### src/rtl/washer_pkg.sv
// washer_pkg: shared washer types and constants used by the fill arbiter and the washing_machine controllers
package washer_pkg;
  typedef enum logic [1:0] {IDLE, FILL, GAP} fill_state_e;
  localparam logic [1:0] CLK_1MHZ = 2'b00;
  localparam logic [1:0] CLK_2MHZ = 2'b01;
  localparam logic [1:0] CLK_4MHZ = 2'b10;
  localparam logic [1:0] CLK_8MHZ = 2'b11;
  localparam int MAX_FILL_MINUTES = 15;
endpackage

### src/rtl/laundromat_fill_arbiter_if.sv
// laundromat_fill_arbiter_if: fill-valve request/grant bundle between the washer controllers and the arbiter
// clk_freq, timer_pause, fill_req: controller side to arbiter
// fill_grant, fill_done, owner, busy: arbiter to controllers and valve mux
interface laundromat_fill_arbiter_if #(parameter int N = 4);
  logic [1:0] clk_freq;
  logic timer_pause;
  logic [N-1:0] fill_req;
  logic [N-1:0] fill_grant;
  logic [N-1:0] fill_done;
  logic [2:0] owner;
  logic busy;
  modport master (output clk_freq, timer_pause, fill_req, input fill_grant, fill_done, owner, busy);
  modport slave (input clk_freq, timer_pause, fill_req, output fill_grant, fill_done, owner, busy);
endinterface

### src/rtl/fill_minute_timer.sv
// fill_minute_timer: per-fill cycle and minute counters with pause hold, flags the final minute wrap
// start_i: clears counters and latches clk_freq_i; run_i: counts when high
// fill_expired_o: high in the cycle whose clock edge completes the last minute
module fill_minute_timer
  import washer_pkg::*;
#(
  parameter int TICK_BASE = 60_000_000,
  parameter int FILL_MINUTES = 2
) (
  input  logic       clk,
  input  logic       rst_n,
  input  logic       start_i,
  input  logic       run_i,
  input  logic [1:0] clk_freq_i,
  output logic       fill_expired_o
);
  localparam int CW = $clog2(TICK_BASE * 8);
  localparam int MW = $clog2(MAX_FILL_MINUTES + 1);
  logic [1:0] freq_q;
  logic [CW-1:0] cyc_q, cyc_d;
  logic [MW-1:0] min_q, min_d;
  logic [CW:0] lim;
  logic wrap;
  // lim carries one extra bit so a power-of-two TICK_BASE shifted by 3 still fits
  always_comb begin
    lim = (CW+1)'(TICK_BASE) << freq_q;
    wrap = run_i && ({1'b0, cyc_q} == lim - 1'b1);
    fill_expired_o = wrap && (min_q == MW'(FILL_MINUTES - 1));
    cyc_d = start_i ? '0 : !run_i ? cyc_q : wrap ? '0 : cyc_q + 1'b1;
    min_d = start_i ? '0 : wrap ? min_q + 1'b1 : min_q;
  end
  always_ff @(posedge clk or negedge rst_n) begin
    if (!rst_n) begin
      freq_q <= CLK_1MHZ;
      cyc_q <= '0;
      min_q <= '0;
    end else begin
      freq_q <= start_i ? clk_freq_i : freq_q;
      cyc_q <= cyc_d;
      min_q <= min_d;
    end
  end
endmodule

### src/rtl/laundromat_fill_arbiter.sv
// laundromat_fill_arbiter: round-robin owner of the shared hot-water fill valve, one timed fill at a time
// clk, rst_n: system clock and asynchronous active-low reset
// bus (slave): clk_freq/timer_pause/fill_req in, fill_grant/fill_done/owner/busy out, all outputs registered
module laundromat_fill_arbiter
  import washer_pkg::*;
#(
  parameter int N_MACHINES = 4,
  parameter int FILL_MINUTES = 2,
  parameter int TICK_BASE = 60_000_000
) (
  input logic clk,
  input logic rst_n,
  laundromat_fill_arbiter_if.slave bus
);
  fill_state_e state_q;
  logic [N_MACHINES-1:0] grant_q, done_q;
  logic [2:0] owner_q, last_q, win;
  logic busy_q, start, expired, owner_req;
  // scan from farthest to nearest so the requester right after last_q wins
  always_comb begin
    win = last_q;
    for (int k = N_MACHINES; k >= 1; k--)
      if (|(bus.fill_req & (N_MACHINES'(1) << ((int'(last_q) + k) % N_MACHINES))))
        win = 3'((int'(last_q) + k) % N_MACHINES);
    start = (state_q == IDLE) && |bus.fill_req;
    owner_req = |(bus.fill_req & grant_q);
  end
  fill_minute_timer #(.TICK_BASE(TICK_BASE), .FILL_MINUTES(FILL_MINUTES)) u_timer (
    .clk(clk),
    .rst_n(rst_n),
    .start_i(start),
    .run_i((state_q == FILL) && !bus.timer_pause),
    .clk_freq_i(bus.clk_freq),
    .fill_expired_o(expired)
  );
  // completion wins over a same-edge request drop, so done follows expired alone
  always_ff @(posedge clk or negedge rst_n) begin
    if (!rst_n) begin
      state_q <= IDLE;
      grant_q <= '0;
      done_q <= '0;
      owner_q <= '0;
      busy_q <= 1'b0;
      last_q <= 3'(N_MACHINES - 1);
    end else begin
      done_q <= '0;
      case (state_q)
        IDLE: if (start) begin
          state_q <= FILL;
          grant_q <= N_MACHINES'(1) << win;
          owner_q <= win;
          busy_q <= 1'b1;
        end
        FILL: if (expired || !owner_req) begin
          state_q <= GAP;
          grant_q <= '0;
          owner_q <= '0;
          busy_q <= 1'b0;
          last_q <= owner_q;
          done_q <= expired ? grant_q : '0;
        end
        default: state_q <= IDLE;
      endcase
    end
  end
  assign bus.fill_grant = grant_q;
  assign bus.fill_done = done_q;
  assign bus.owner = owner_q;
  assign bus.busy = busy_q;
endmodule

### src/flat_wrapper.sv
// flat-port wrapper written by rule: the top's interface ports become plain ports
module laundromat_fill_arbiter_flat import washer_pkg::*;
#(
  parameter int N_MACHINES = 4,
  parameter int FILL_MINUTES = 2,
  parameter int TICK_BASE = 60_000_000
)
  (clk, rst_n, bus_clk_freq, bus_timer_pause, bus_fill_req, bus_fill_grant, bus_fill_done, bus_owner, bus_busy);
  laundromat_fill_arbiter_if #(.N((4))) bus_i ();
  input logic clk;
  input logic rst_n;
  input wire logic [$bits(bus_i.clk_freq)-1:0] bus_clk_freq;
  input wire logic [$bits(bus_i.timer_pause)-1:0] bus_timer_pause;
  input wire logic [$bits(bus_i.fill_req)-1:0] bus_fill_req;
  output wire logic [$bits(bus_i.fill_grant)-1:0] bus_fill_grant;
  output wire logic [$bits(bus_i.fill_done)-1:0] bus_fill_done;
  output wire logic [$bits(bus_i.owner)-1:0] bus_owner;
  output wire logic [$bits(bus_i.busy)-1:0] bus_busy;
  assign bus_i.clk_freq = bus_clk_freq;
  assign bus_i.timer_pause = bus_timer_pause;
  assign bus_i.fill_req = bus_fill_req;
  assign bus_fill_grant = bus_i.fill_grant;
  assign bus_fill_done = bus_i.fill_done;
  assign bus_owner = bus_i.owner;
  assign bus_busy = bus_i.busy;
  laundromat_fill_arbiter #(.N_MACHINES(N_MACHINES), .FILL_MINUTES(FILL_MINUTES), .TICK_BASE(TICK_BASE)) u_core (.clk(clk), .rst_n(rst_n), .bus(bus_i));
endmodule
### config.mk
export PLATFORM = sky130hd
export DESIGN_NAME = laundromat_fill_arbiter_flat
export DESIGN_NICKNAME = d
export VERILOG_FILES = /design/src/rtl/washer_pkg.sv /design/src/rtl/laundromat_fill_arbiter_if.sv /design/src/rtl/fill_minute_timer.sv /design/src/rtl/laundromat_fill_arbiter.sv /design/src/flat_wrapper.sv
export SDC_FILE = /design/constraint.sdc
export NUM_CORES = 1
export LEC_CHECK = 0
export ABC_AREA = 1
export BUFFER_PORTS_ARGS = -buffer_cell sky130_fd_sc_hd__clkbuf_2
export CORE_MARGIN = 2
export CORE_UTILIZATION = 62
export CTS_BUF_LIST = sky130_fd_sc_hd__clkbuf_8 sky130_fd_sc_hd__clkbuf_16
export DETAILED_ROUTE_END_ITERATION = 16
export PLACE_DENSITY = 0.89
export SYNTH_ARGS = -nofsm -noshare
export SYNTH_HDL_FRONTEND = slang
export SYNTH_SLANG_ARGS = --single-unit
### constraint.sdc
create_clock -name clk -period 2.8 [get_ports clk]
set_clock_uncertainty 0.2 [all_clocks]
set_input_delay 0.84 -clock clk [delete_from_list [all_inputs] [get_ports clk]]
set_output_delay 0.84 -clock clk [all_outputs]
set_load 0.02 [all_outputs]
# ---- After elaboration in Yosys (flattened, before gate mapping)
# Index checks and enable logic that the tools add are counted.
dict set report totals {
  word_cells 84
  reg_bits 52
  inputBits 9
}
dict set report classes {
  eq_ne 5
  reduce_logical 24
  shift 6
  muxes 24
  bitwise_logic 9
  n_addsub 7
}
# cell n
set ops {}
lappend ops {{$shl A1 B32 Y4 const A} 4}
lappend ops {{$mux W29} 3}
lappend ops {{$eq A29 B30 Y1} 1}
lappend ops {{$shl A26 B2 Y30 const A} 1}
lappend ops {{$sub A30 B1 Y30 const B} 1}
lappend ops {{$add A29 B1 Y29 const B} 1}
lappend ops {{$mux W4} 7}
lappend ops {{$reduce_or A4 Y1} 6}
lappend ops {{$and A4 B4 Y4} 5}
lappend ops {{$mux W3} 6}
lappend ops {{$pmux W4 S2} 1}
lappend ops {{$reduce_or A2 Y1} 4}
lappend ops {{$pmux W3 S2} 1}
lappend ops {{$reduce_bool A2 Y1} 3}
lappend ops {{$add A2 B1 Y2 const B} 2}
lappend ops {{$add A2 B2 Y2 const B} 2}
lappend ops {{$add A4 B1 Y4 const B} 1}
lappend ops {{$and A1 B1 Y1 const A} 4}
lappend ops {{$eq A4 B1 Y1 const B} 1}
lappend ops {{$logic_and A1 B1 Y1} 4}
lappend ops {{$mux W2} 2}
lappend ops {{$ne A2 B2 Y1 const B} 2}
lappend ops {{$pmux W2 S2} 1}
lappend ops {{$reduce_and A2 Y1} 2}
lappend ops {{8 further kinds} 10}

# ---- Logic depth before layout (Yosys ltp)
dict set report logic_depth {
  word_depth 13
  depth_mapped 16
}

# ---- Hierarchy
# Synthesis repeated with hierarchy kept, for this count alone.
dict set report hier_totals {
  hier_cells 552
  hier_area_um2 3737.3
}
# mod seq_area_each_um2 area_each_um2 instances cells_each
set modules_own_cells {}
lappend modules_own_cells {fill_minute_timer 875.8 2757.6 1 423}
lappend modules_own_cells {laundromat_fill_arbiter 427.9 979.7 1 129}

# ---- Worst setup path before layout
# Ideal clock, no wire load.
dict set report synth_timing {
  path_kind {reg2reg}
  startpoint {register u_core.u_timer.freq_q[1]}
  endpoint {register u_core.u_timer.cyc_q[15]}
  n_path_buf 2
  required_time_ps 2482
  path_stages_with_launch 15
  synth_period_minus_slack_ps 2238
  arrival_ps 1920
  path_slack_ps 562
  path_cell_list {dfrtp_1 > buf_2 > inv_2 > ha_1 > inv_1 > nor2_1 > nor2_1 > nand2_1 > nor2_1 > nand2_1 > nor2_2 > nand2_2 > nand2_4 > buf_4 > nor2_1}
}
dict set report synth_via {
  elab_chain_len 7
}
# element line_no
set synth_rtl {}
lappend synth_rtl {{from (decl)} fill_minute_timer.sv:19} ;# logic [1:0] freq_q;
lappend synth_rtl {{from (signal assigned)} fill_minute_timer.sv:38} ;# freq_q <= start_i ? clk_freq_i : freq_q;
lappend synth_rtl {{$shl A26 B2 Y30} fill_minute_timer.sv:26} ;# lim = (CW+1)'(TICK_BASE) << freq_q;
lappend synth_rtl {{$sub A30 B1 Y30} fill_minute_timer.sv:27} ;# wrap = run_i && ({1'b0, cyc_q} == lim - 1'b1);
lappend synth_rtl {{$eq A29 B30 Y1} fill_minute_timer.sv:27}
lappend synth_rtl {{$logic_and A1 B1 Y1} fill_minute_timer.sv:27}
lappend synth_rtl {{$mux W29 (3 in a row)} fill_minute_timer.sv:29} ;# cyc_d = start_i ? '0 : !run_i ? cyc_q : wrap ? '0 : cyc_q + 1'b1;
lappend synth_rtl {{to (signal assigned)} fill_minute_timer.sv:39} ;# cyc_q <= cyc_d;
lappend synth_rtl {{to (decl)} fill_minute_timer.sv:20} ;# logic [CW-1:0] cyc_q, cyc_d;
# Every way passes these cells. The select of a mux whose other input is x is not followed.
# A chain may end at the register's enable or synchronous reset.

# ---- Final worst setup path
dict set report layout_timing {
  startpoint {register u_core.u_timer.freq_q[0]}
  endpoint {register u_core.u_timer.cyc_q[9]}
}
# Same word-level chain as after synthesis.

==> impl_metrics.env <==
export IMPL_outcome="finished, final reports clean"
export IMPL_hold_path_class="reg2reg"
export IMPL_fillers=474
export IMPL_synth_most_common_cell="nand2_1"
export IMPL_area_growth_pct=8.15
export IMPL_startpoint_type="flop"
export IMPL_clk_pin_slew_ns=0.10
export IMPL_seq_area_um2=1300
export IMPL_track_usage_pct=30.4
export IMPL_power_density_nw_per_um2=747
export IMPL_synth_main_ff_cell="dfrtp_1"
export IMPL_relSlewSlack_pct=54.4
export IMPL_core_um2=5570
export IMPL_fin_crit_sh_pct=89.4
export IMPL_finalSetupViolCount=0
export IMPL_crit_type="reg2reg"
export IMPL_multi_input_area_um2=2000
export IMPL_nets=585
export IMPL_first_pass_iters=6
export IMPL_fmax_mhz=400
export IMPL_fin_util_pct=70.6
export IMPL_root_buffer="clkbuf_8"
export IMPL_instances_no_fill=633
export IMPL_tritoncts="built"
export IMPL_cts_num_sinks=52
export IMPL_critical_path_required_ns=2.80
export IMPL_drc_errors=0
export IMPL_grt_overflow_total=0
export IMPL_critPathMaxFanout=25
export IMPL_antenna_found_initial=0
export IMPL_grt_pass1_wl_mm=15.1
export IMPL_via_per_inst=5.60
export IMPL_hold_ws_ns=0.285
export IMPL_rsz0062_at_grt="no"
export IMPL_die_area_um2=6500
export IMPL_synth_commonest_cells="nand2_1 (178), inv_1 (79), nor2_1 (63)"
export IMPL_synth_cells=535
export IMPL_synth_cell_type_count=38
export IMPL_p_leak_nw=1.96
export IMPL_synthTopCellsByArea="dfrtp_1 (34%), nand2_1 (18%), inv_1 (8.2%)"
export IMPL_num_antenna_cells=0
export IMPL_ir_drop_mv=0.603
export IMPL_clockBufferDepth=2
export IMPL_yosysTopAreaCell="dfrtp_1"
export IMPL_num_rows=27
export IMPL_syn_num_nets=560
export IMPL_cap_viol_max_count=0
export IMPL_die_x_um=80.6
export IMPL_yosysWarnings=0
export IMPL_layout_min_cycle_time_ns=2.50
export IMPL_final_hold_viol_count=0
export IMPL_cts_made_buffers=5
export IMPL_gp_congestion=1.02
export IMPL_syn_mean_instance_area_um2=6.80
export IMPL_drtIter0Drc=281
export IMPL_drtAntennaViolNets=0
export IMPL_dpl_cell_count=625
export IMPL_ys_seq_elements=52
export IMPL_fin_tns_setup_ns=0
export IMPL_initial_core_util_pct=65.3
export IMPL_crit_arrival_ns=2.51
export IMPL_grt_max_degree=53
export IMPL_routed_wl_mm=9.18
export IMPL_endpoint_kind="flop"
export IMPL_routed_via_count=3546
export IMPL_syn_area_um2=3640
export IMPL_timing_final_max_slew_violations=0
export IMPL_grt_pass1_vias=3236
export IMPL_clk_latency_ns=0.32
export IMPL_synth_edf_count=0
export IMPL_wl_per_cell_um=14.5
export IMPL_ys_seq_area_share_pct=35.8
export IMPL_port_buffers=20
export IMPL_async_reset_ff_share_pct=100
export IMPL_synth_top_area_share_pct=34.4
export IMPL_worstMarginPinSlew_ns=0.684
export IMPL_num_io_pins=21
export IMPL_hpwl_mm=6.94
export IMPL_drive_gt1_share_pct=9.98
export IMPL_cts_max_level=2
export IMPL_die_h_um=80.6
-- per-layer routing --
| layer | share of wire, % | vias up | global-route usage [%] |
|---|---|---|---|
| met5 | 0 | - | 0 |
| met4 | 2.8 | 0 | 10.7 |
| met3 | 6.6 | 23 | 5.84 |
| met2 | 47 | 151 | 50.6 |
| met1 | 44 | 1662 | 39.5 |
| li1 | - | 1710 | - |
-- layout by cell type, fill, tap and decap left out, types with 6 or more instances in the layout --
cell,instances
nand2_1,178
inv_1,80
nor2_1,63
dfrtp_1,50
nand3_1,30
clkbuf_2,20
nor3_1,18
ha_1,16
xor2_1,15
o21ai_0,14
nand4_1,12
a21oi_1,11
nand2_2,6
o22ai_1,6
-- through the flow --
stage	power [W]	setup slack (ns)	instance area (um2)
after detailed placement	0.00240	0.252	3820
after global routing	0.00319	0.0579	3930
final	0.00294	0.297	3930
after global placement	0.00237	0.265	3820
after CTS	0.00291	0.265	3930
after floorplan	0.00206	0.562	3640
-- where the power goes --
group	total, W	leakage [nW]	switching [W]	internal [W]
Clock	0.000518	0.0593	0.000256	0.000262
Sequential	0.000957	0.701	0.0000936	0.000863
Combinational	0.00146	1.20	0.00101	0.000451
-- critical path, cell delays in order, from the launching register on --
cell and delay (ns):
dfrtp_1 0.44, inv_1 0.14, ha_1 0.35, inv_1 0.11
nor2_1 0.06, nor2_1 0.09, nand2_1 0.05, nor2_1 0.09
nand2_1 0.07, nor2_2 0.24, nand2_2 0.19, nand2_8 0.20
a21oi_1 0.06, o21a_1 0.10
-- repair_timing --
item	in CTS	in global routing
buffers inserted	0	0
resized for setup	0	1
hold endpoints to repair	0	0
setup endpoints to repair	0	3
hold buffers	0	0
-- final cells by class --
| cell class | instances | share of cell area [%] |
|---|---|---|
| inverter | 82 | 7.95 |
| clock buffer | 5 | 1.75 |
| clock inverter | 3 | 0.986 |
| timing repair buffer | 23 | 3.12 |
| tap | 72 | 2.29 |
| multi-input combinational | 396 | 50.8 |
| sequential | 52 | 33.1 |
-- state kept, by name (all words and copies together) (netlist names) --
name,count
u_core.bus.busy,1
u_core.bus.fill_done,4
u_core.bus.fill_grant,4
u_core.bus.owner,3
u_core.last_q,3
u_core.state_q,2
u_core.u_timer.cyc_q,29
u_core.u_timer.freq_q,2
u_core.u_timer.min_q,4
-- kinds of logic (layout without fill, tap and decap cells) --
group / count (synthesis) / after routing / share of synthesized area [%]
DFF: 52 / 52 / 35.8
AOI/OAI and AO/OA: 36 / 36 / 5.40
xor gates and xnor gates: 16 / 16 / 3.85
and+or+nand+nor: 328 / 328 / 39.9
buffers and inverters: 87 / 113 / 9.49
adders and majority gates: 16 / 16 / 5.50
-- final timing paths --
| kind | slack [ns] | start | endpoint | depth (start not counted) |
|---|---|---|---|---|
| setup / recovery | 0.30 | u_core.u_timer.freq_q[0]$_DFFE_PN0P_ | u_core.u_timer.cyc_q[9]$_DFFE_PN0P_ | 13 |
| hold / removal | 0.28 | u_core.bus.busy$_DFFE_PN0P_ | u_core.bus.busy$_DFFE_PN0P_ | 2 |
| setup reg to reg | 0.30 | u_core.u_timer.freq_q[0]$_DFFE_PN0P_ | u_core.u_timer.cyc_q[9]$_DFFE_PN0P_ | 13 |
| hold reg to reg | 0.28 | u_core.bus.busy$_DFFE_PN0P_ | u_core.bus.busy$_DFFE_PN0P_ | 2 |
| max in group asynchronous | 1.49 | rst_n | u_core.u_timer.cyc_q[10]$_DFFE_PN0P_ | 2 |
| min in group asynchronous | 0.43 | rst_n | u_core.u_timer.freq_q[1]$_DFFE_PN0P_ | 2 |
Power figures use the tool's default switching activity.
